`src/rtl/alu_mdu_if.sv`:
```
// ALU / multiply-divide unit bus: operands, ALU select/result,
// multiply-divide request and HI/LO/busy status.
interface alu_mdu_if #(
    parameter int WIDTH = 32
);
    logic [WIDTH-1:0] S1;
    logic [WIDTH-1:0] S2;
    logic [3:0]       ALUControl;
    logic [WIDTH-1:0] ALUResult;
    logic [2:0]       md_op;
    logic             md_start;
    logic             busy;
    logic [WIDTH-1:0] hi;
    logic [WIDTH-1:0] lo;

    modport master (
        output S1, S2, ALUControl, md_op, md_start,
        input  ALUResult, busy, hi, lo
    );

    modport slave (
        input  S1, S2, ALUControl, md_op, md_start,
        output ALUResult, busy, hi, lo
    );
endinterface

```
`src/rtl/alu_mdu.sv`:
```
// Combinational ALU plus multi-cycle multiply/divide with HI/LO.
// Divider present only when ALU_MDU_DIV_EN is defined.
module alu_mdu #(
    parameter int WIDTH       = 32,
    parameter int MULT_CYCLES = 5,
    parameter int DIV_CYCLES  = 10
) (
    input  logic       clk,
    input  logic       reset,
    alu_mdu_if.slave   bus
);
    localparam int SW   = $clog2(WIDTH);
    localparam int HW   = WIDTH / 2;
    localparam int MAXC = (MULT_CYCLES > DIV_CYCLES) ? MULT_CYCLES : DIV_CYCLES;
    localparam int CW   = $clog2(MAXC + 1);

    logic [WIDTH-1:0] res;
    logic [SW-1:0]    sh;

    assign sh = bus.S1[SW-1:0];

    always_comb begin
        res = '0;
        case (bus.ALUControl)
            4'd0:    res = bus.S1 | bus.S2;
            4'd1:    res = {bus.S2[HW-1:0], {HW{1'b0}}};
            4'd2:    res = bus.S1 + bus.S2;
            4'd3:    res = bus.S1 - bus.S2;
            4'd4:    res = bus.S1 & bus.S2;
            4'd5:    res = bus.S1 ^ bus.S2;
            4'd6:    res = ~(bus.S1 | bus.S2);
            4'd7:    res = {{(WIDTH-1){1'b0}}, $signed(bus.S1) < $signed(bus.S2)};
            4'd8:    res = {{(WIDTH-1){1'b0}}, bus.S1 < bus.S2};
            4'd9:    res = bus.S2 << sh;
            4'd10:   res = bus.S2 >> sh;
            4'd11:   res = WIDTH'($signed(bus.S2) >>> sh);
            default: res = '0;
        endcase
    end

    assign bus.ALUResult = res;

    logic             active;
    logic [CW-1:0]    cnt;
    logic             is_sgn;
    logic [WIDTH-1:0] opa;
    logic [WIDTH-1:0] opb;
    logic [WIDTH-1:0] hi_q;
    logic [WIDTH-1:0] lo_q;

    logic idle_req;
    logic go_mul;
    logic go_hi;
    logic go_lo;

    assign idle_req = bus.md_start & ~active;
    assign go_mul   = idle_req & (bus.md_op[2:1] == 2'b00);
    assign go_hi    = idle_req & (bus.md_op == 3'd4);
    assign go_lo    = idle_req & (bus.md_op == 3'd5);

    // Sign-extending both operands makes one 2W-bit multiply serve mult and multu.
    logic [2*WIDTH-1:0] ext_a;
    logic [2*WIDTH-1:0] ext_b;
    logic [2*WIDTH-1:0] prod;

    assign ext_a = {{WIDTH{is_sgn & opa[WIDTH-1]}}, opa};
    assign ext_b = {{WIDTH{is_sgn & opb[WIDTH-1]}}, opb};
    assign prod  = ext_a * ext_b;

`ifdef ALU_MDU_DIV_EN
    logic             go_div;
    logic             is_div;
    logic             neg_a;
    logic             neg_b;
    logic [WIDTH-1:0] ua;
    logic [WIDTH-1:0] ub;
    logic [WIDTH-1:0] uq;
    logic [WIDTH-1:0] ur;
    logic [WIDTH-1:0] quo;
    logic [WIDTH-1:0] rem;

    assign go_div = idle_req & (bus.md_op[2:1] == 2'b01);

    // Magnitude divide; most-negative / -1 falls out as quotient MIN, remainder 0.
    assign neg_a = is_sgn & opa[WIDTH-1];
    assign neg_b = is_sgn & opb[WIDTH-1];
    assign ua    = neg_a ? -opa : opa;
    assign ub    = neg_b ? -opb : opb;
    assign uq    = (ub == '0) ? '0 : ua / ub;
    assign ur    = (ub == '0) ? '0 : ua % ub;
    assign quo   = (neg_a ^ neg_b) ? -uq : uq;
    assign rem   = neg_a ? -ur : ur;
`endif

    always_ff @(posedge clk or negedge reset) begin
        if (!reset) begin
            active <= 1'b0;
            cnt    <= '0;
            is_sgn <= 1'b0;
            opa    <= '0;
            opb    <= '0;
            hi_q   <= '0;
            lo_q   <= '0;
`ifdef ALU_MDU_DIV_EN
            is_div <= 1'b0;
`endif
        end else begin
            unique case (1'b1)
                active: begin
                    if (cnt == '0) begin
                        active <= 1'b0;
`ifdef ALU_MDU_DIV_EN
                        if (is_div) begin
                            if (opb != '0) begin
                                hi_q <= rem;
                                lo_q <= quo;
                            end
                        end else begin
                            hi_q <= prod[2*WIDTH-1:WIDTH];
                            lo_q <= prod[WIDTH-1:0];
                        end
`else
                        hi_q <= prod[2*WIDTH-1:WIDTH];
                        lo_q <= prod[WIDTH-1:0];
`endif
                    end else begin
                        cnt <= cnt - CW'(1);
                    end
                end
                go_mul: begin
                    active <= 1'b1;
                    cnt    <= CW'(MULT_CYCLES - 1);
                    is_sgn <= ~bus.md_op[0];
                    opa    <= bus.S1;
                    opb    <= bus.S2;
`ifdef ALU_MDU_DIV_EN
                    is_div <= 1'b0;
`endif
                end
`ifdef ALU_MDU_DIV_EN
                go_div: begin
                    active <= 1'b1;
                    cnt    <= CW'(DIV_CYCLES - 1);
                    is_sgn <= ~bus.md_op[0];
                    opa    <= bus.S1;
                    opb    <= bus.S2;
                    is_div <= 1'b1;
                end
`endif
                go_hi:   hi_q <= bus.S1;
                go_lo:   lo_q <= bus.S1;
                default: ;
            endcase
        end
    end

    assign bus.busy = active;
    assign bus.hi   = hi_q;
    assign bus.lo   = lo_q;
endmodule

```
`src/flat_wrapper.sv`:
```
// flat-port wrapper written by rule: the top's interface ports become plain ports
module alu_mdu_flat 
#(
    parameter int WIDTH       = 32,
    parameter int MULT_CYCLES = 5,
    parameter int DIV_CYCLES  = 10
)
  (clk, reset, bus_S1, bus_S2, bus_ALUControl, bus_md_op, bus_md_start, bus_ALUResult, bus_busy, bus_hi, bus_lo);
  alu_mdu_if #(.WIDTH(WIDTH)) bus_i ();
  input  logic clk;
  input  logic reset;
  input wire logic [$bits(bus_i.S1)-1:0] bus_S1;
  input wire logic [$bits(bus_i.S2)-1:0] bus_S2;
  input wire logic [$bits(bus_i.ALUControl)-1:0] bus_ALUControl;
  input wire logic [$bits(bus_i.md_op)-1:0] bus_md_op;
  input wire logic [$bits(bus_i.md_start)-1:0] bus_md_start;
  output wire logic [$bits(bus_i.ALUResult)-1:0] bus_ALUResult;
  output wire logic [$bits(bus_i.busy)-1:0] bus_busy;
  output wire logic [$bits(bus_i.hi)-1:0] bus_hi;
  output wire logic [$bits(bus_i.lo)-1:0] bus_lo;
  assign bus_i.S1 = bus_S1;
  assign bus_i.S2 = bus_S2;
  assign bus_i.ALUControl = bus_ALUControl;
  assign bus_i.md_op = bus_md_op;
  assign bus_i.md_start = bus_md_start;
  assign bus_ALUResult = bus_i.ALUResult;
  assign bus_busy = bus_i.busy;
  assign bus_hi = bus_i.hi;
  assign bus_lo = bus_i.lo;
  alu_mdu #(.WIDTH(WIDTH), .MULT_CYCLES(MULT_CYCLES), .DIV_CYCLES(DIV_CYCLES)) u_core (.clk(clk), .reset(reset), .bus(bus_i));
endmodule
```
`config.mk`:
```
export PLATFORM = sky130hd
export DESIGN_NAME = alu_mdu_flat
export DESIGN_NICKNAME = d
export VERILOG_FILES = /design/src/rtl/alu_mdu_if.sv /design/src/rtl/alu_mdu.sv /design/src/flat_wrapper.sv
export SDC_FILE = /design/constraint.sdc
export NUM_CORES = 2
export LEC_CHECK = 0
export CORE_UTILIZATION = 48
export CTS_CLUSTER_SIZE = 12
export DETAILED_ROUTE_END_ITERATION = 8
export PLACE_DENSITY = 0.74
export SYNTH_ARGS = -nofsm -noshare
export SYNTH_HDL_FRONTEND = slang
export SYNTH_SLANG_ARGS = --single-unit
```
`constraint.sdc`:
```
create_clock -name clk -period 10.2 [get_ports clk]
set_clock_uncertainty 0.05 [all_clocks]
set_input_delay 2.04 -clock clk [delete_from_list [all_inputs] [get_ports clk]]
set_output_delay 2.04 -clock clk [all_outputs]
set_load 0.02 [all_outputs]
```
==> flow_summary.json <==
{
  "drc": 4,
  "holdCritPathClass": "flop to flop",
  "timing.final.max_slew_violations": 0,
  "endpoint_kind": "flop",
  "cts.sinks": 134,
  "path_clk_slew_ns": 0.07,
  "synthFlopType": "dfrtp_1",
  "clockBufferDepth": 2,
  "slew_headroom": 0.113,
  "cts_hold_buf": 0,
  "dpl.hpwl_um": 138000,
  "synth_edf_count": 0,
  "syn_inst": 5913,
  "cts_tree": "yes",
  "period_share": 0.912,
  "setup-violations-final": 0,
  "clock_latency_ns": 0.44,
  "fin_tns_setup_ns": 0,
  "antenna_found_initial": 3,
  "rows": 119,
  "dpl_cell_area_um2": 54300,
  "final_core_util": 0.520,
  "grt_pass1_wl_um": 265000,
  "maxCapViolCount": 0,
  "yosysWarningCount": 0,
  "grt_max_degree": 94,
  "hold_viol": 0,
  "startpoint_type": "flop",
  "start_util": 0.484,
  "syn_nets": 7423,
  "run_status": "finished, violations left",
  "fin_crit_ns": 9.30,
  "worst_ep_arrival_time_ns": 9.61,
  "fill_cells": 9848,
  "grt_usage": 0.324,
  "fin_nets": 7409,
  "multi_input_area_um2": 41900,
  "synth_seq_cells": 134,
  "fmax_mhz": 108,
  "wl_um": 170000,
  "firstDrtPassIters": 9,
  "violations": "DRC",
  "die_w_um": 328,
  "crit_fanout": 24,
  "cts_inserted_buffers": 17,
  "ys_seq_area_frac": 0.0657,
  "core-area_um2": 105000,
  "die_area_um2": 108000,
  "worst_pin_slew_ns": 1.33,
  "rsz0062_at_grt": "false",
  "die_h_um": 328,
  "ant_nets": 0,
  "syn_area_per_cell_um2": 8.63,
  "drive_above_1_share": 0.0462,
  "async_flop_share": 1.00,
  "post_cts.repair.setup_buffers": 0,
  "place_congestion": 1.09,
  "routed_via_density": 5.85,
  "dr_total_vias": 42749,
  "regArea_um2": 3360,
  "grt_overflow": 0,
  "grt_pass1_vias": 44827,
  "cts-root-buf": "clkbuf_16",
  "synthToLayoutAreaGrowth_pct": 7.49,
  "syn_area_um2": 51000,
  "final_cell_area_um2": 54900,
  "post_drt_wl_per_cell_um": 23.2,
  "critPathKind": "flop to flop",
  "synth_cell_types": 86,
  "io_pins": 171,
  "drt_iter0_drc": 4621,
  "htreeDepth": 4,
  "cp.required_ns": 10.51,
  "port-buffer-count": 170,
  "post_cts_resized": 0
}
==> area by class of cell <==
type                       count  area share
antenna                        1   0.0000456
clock buffer                  18     0.00801
clock inverter                14     0.00182
inverter                    1198      0.0820
multi-input combinational   4222       0.763
sequential                   134      0.0612
tap                         1391      0.0317
timing repair buffer         326      0.0521
==> final timing paths <==
kind                                              startpoint                             to  slack (ns)  depth (start not counted)
worst max-delay path               u_core.opb[6]$_DFFE_PN0P_  u_core.bus.hi[27]$_DFFE_PN0P_        0.90                         25
worst min-delay path            u_core.bus.lo[6]$_DFFE_PN0P_   u_core.bus.lo[6]$_DFFE_PN0P_        0.44                          2
worst max register to register     u_core.opb[6]$_DFFE_PN0P_  u_core.bus.hi[27]$_DFFE_PN0P_        0.90                         25
worst min register to register  u_core.bus.lo[6]$_DFFE_PN0P_   u_core.bus.lo[6]$_DFFE_PN0P_        0.44                          2
max in group asynchronous                              reset  u_core.bus.lo[15]$_DFFE_PN0P_        7.22                          2
min in group asynchronous                              reset  u_core.bus.lo[26]$_DFFE_PN0P_        1.58                          1
==> cells by family (layout without fill, tap and decap cells) <==
logic type | count (synthesis) | after routing | synth area share
simple gates | 1745 | 1745 | 0.156
buf+inv | 1557 | 1556 | 0.115
fa+ha+maj | 1436 | 1436 | 0.518
compound gates | 861 | 861 | 0.108
flops | 134 | 134 | 0.0657
xor+xnor | 102 | 102 | 0.0175
mux | 78 | 78 | 0.0202
other cells | 0 | 1 | 0
==> cell usage after synthesis (all sizes together) (26+ instances only) <==
master / number / share of area
inv: 1196 / 0.088
fa: 1127 / 0.44
nand2: 916 / 0.067
and2: 368 / 0.045
clkbuf: 333 / 0.025
ha: 309 / 0.076
o21ai: 294 / 0.029
nor2: 239 / 0.018
a21oi: 200 / 0.020
dfrtp: 134 / 0.066
a22oi: 71 / 0.010
xnor2: 67 / 0.011
a21o: 51 / 0.0075
mux2i: 51 / 0.010
nand3: 45 / 0.0044
nor3: 36 / 0.0035
xor2: 35 / 0.0060
and3: 29 / 0.0036
buf: 26 / 0.0021
==> metrics by stage <==
step | instances | worst slack (ns) | hold slack, ns
floorplan | 5913 | 2.16 | 0.453
global placement | 7271 | 1.02 | 0.414
detailed placement | 7271 | 1.06 | 0.422
CTS | 7303 | 1.03 | 0.439
global route | 7303 | 0.492 | 0.452
finish | 7304 | 0.902 | 0.436
==> layer usage <==
| layer | vias to the layer above | track usage | wire length (µm) |
|---|---|---|---|
| met1 | 21712 | 0.424 | 64000 |
| met4 | 4 | 0.169 | 10400 |
| met2 | 2361 | 0.508 | 77900 |
| li1 | 18121 | - | - |
| met3 | 551 | 0.0665 | 17300 |
| met5 | - | 0 | 29 |
==> placed cells by master (no fill, tap or decap), drive strengths merged, types with 36 or more instances in the layout <==
cell type	instances
a21o	51
a21oi	200
a22oi	71
and2	368
buf	163
clkdlybuf4s50	163
dfrtp	134
fa	1127
ha	309
inv	1201
mux2i	51
nand2	916
nand3	45
nor2	239
nor3	36
o21ai	294
xnor2	67
==> state kept, by name (all words and copies together) (netlist names) <==
signal           cells
u_core.cnt           4
u_core.is_sgn        1
u_core.bus.lo       32
u_core.bus.busy      1
u_core.opa          32
u_core.bus.hi       32
u_core.opb          32
==> critical path, stage by stage, from the launching register on <==
cell	delay, ns
dfrtp_1	1.13
nand2_1	0.31
inv_1	0.17
fa_1	0.40
inv_1	0.25
fa_1	0.50
inv_1	0.22
fa_1	0.50
fa_1	0.86
inv_1	0.37
fa_1	0.58
inv_1	0.06
fa_1	0.54
inv_1	0.05
fa_1	0.44
fa_1	0.49
inv_1	0.04
ha_1	0.41
and3_1	0.25
nand2_1	0.11
nor4_1	0.28
a21oi_1	0.18
a41oi_1	0.42
o21ai_0	0.14
mux2_2	0.29
o21ai_1	0.12
Power is not shown: default switching activity piles up to over one toggle a cycle in this logic, so the estimate is an artifact.
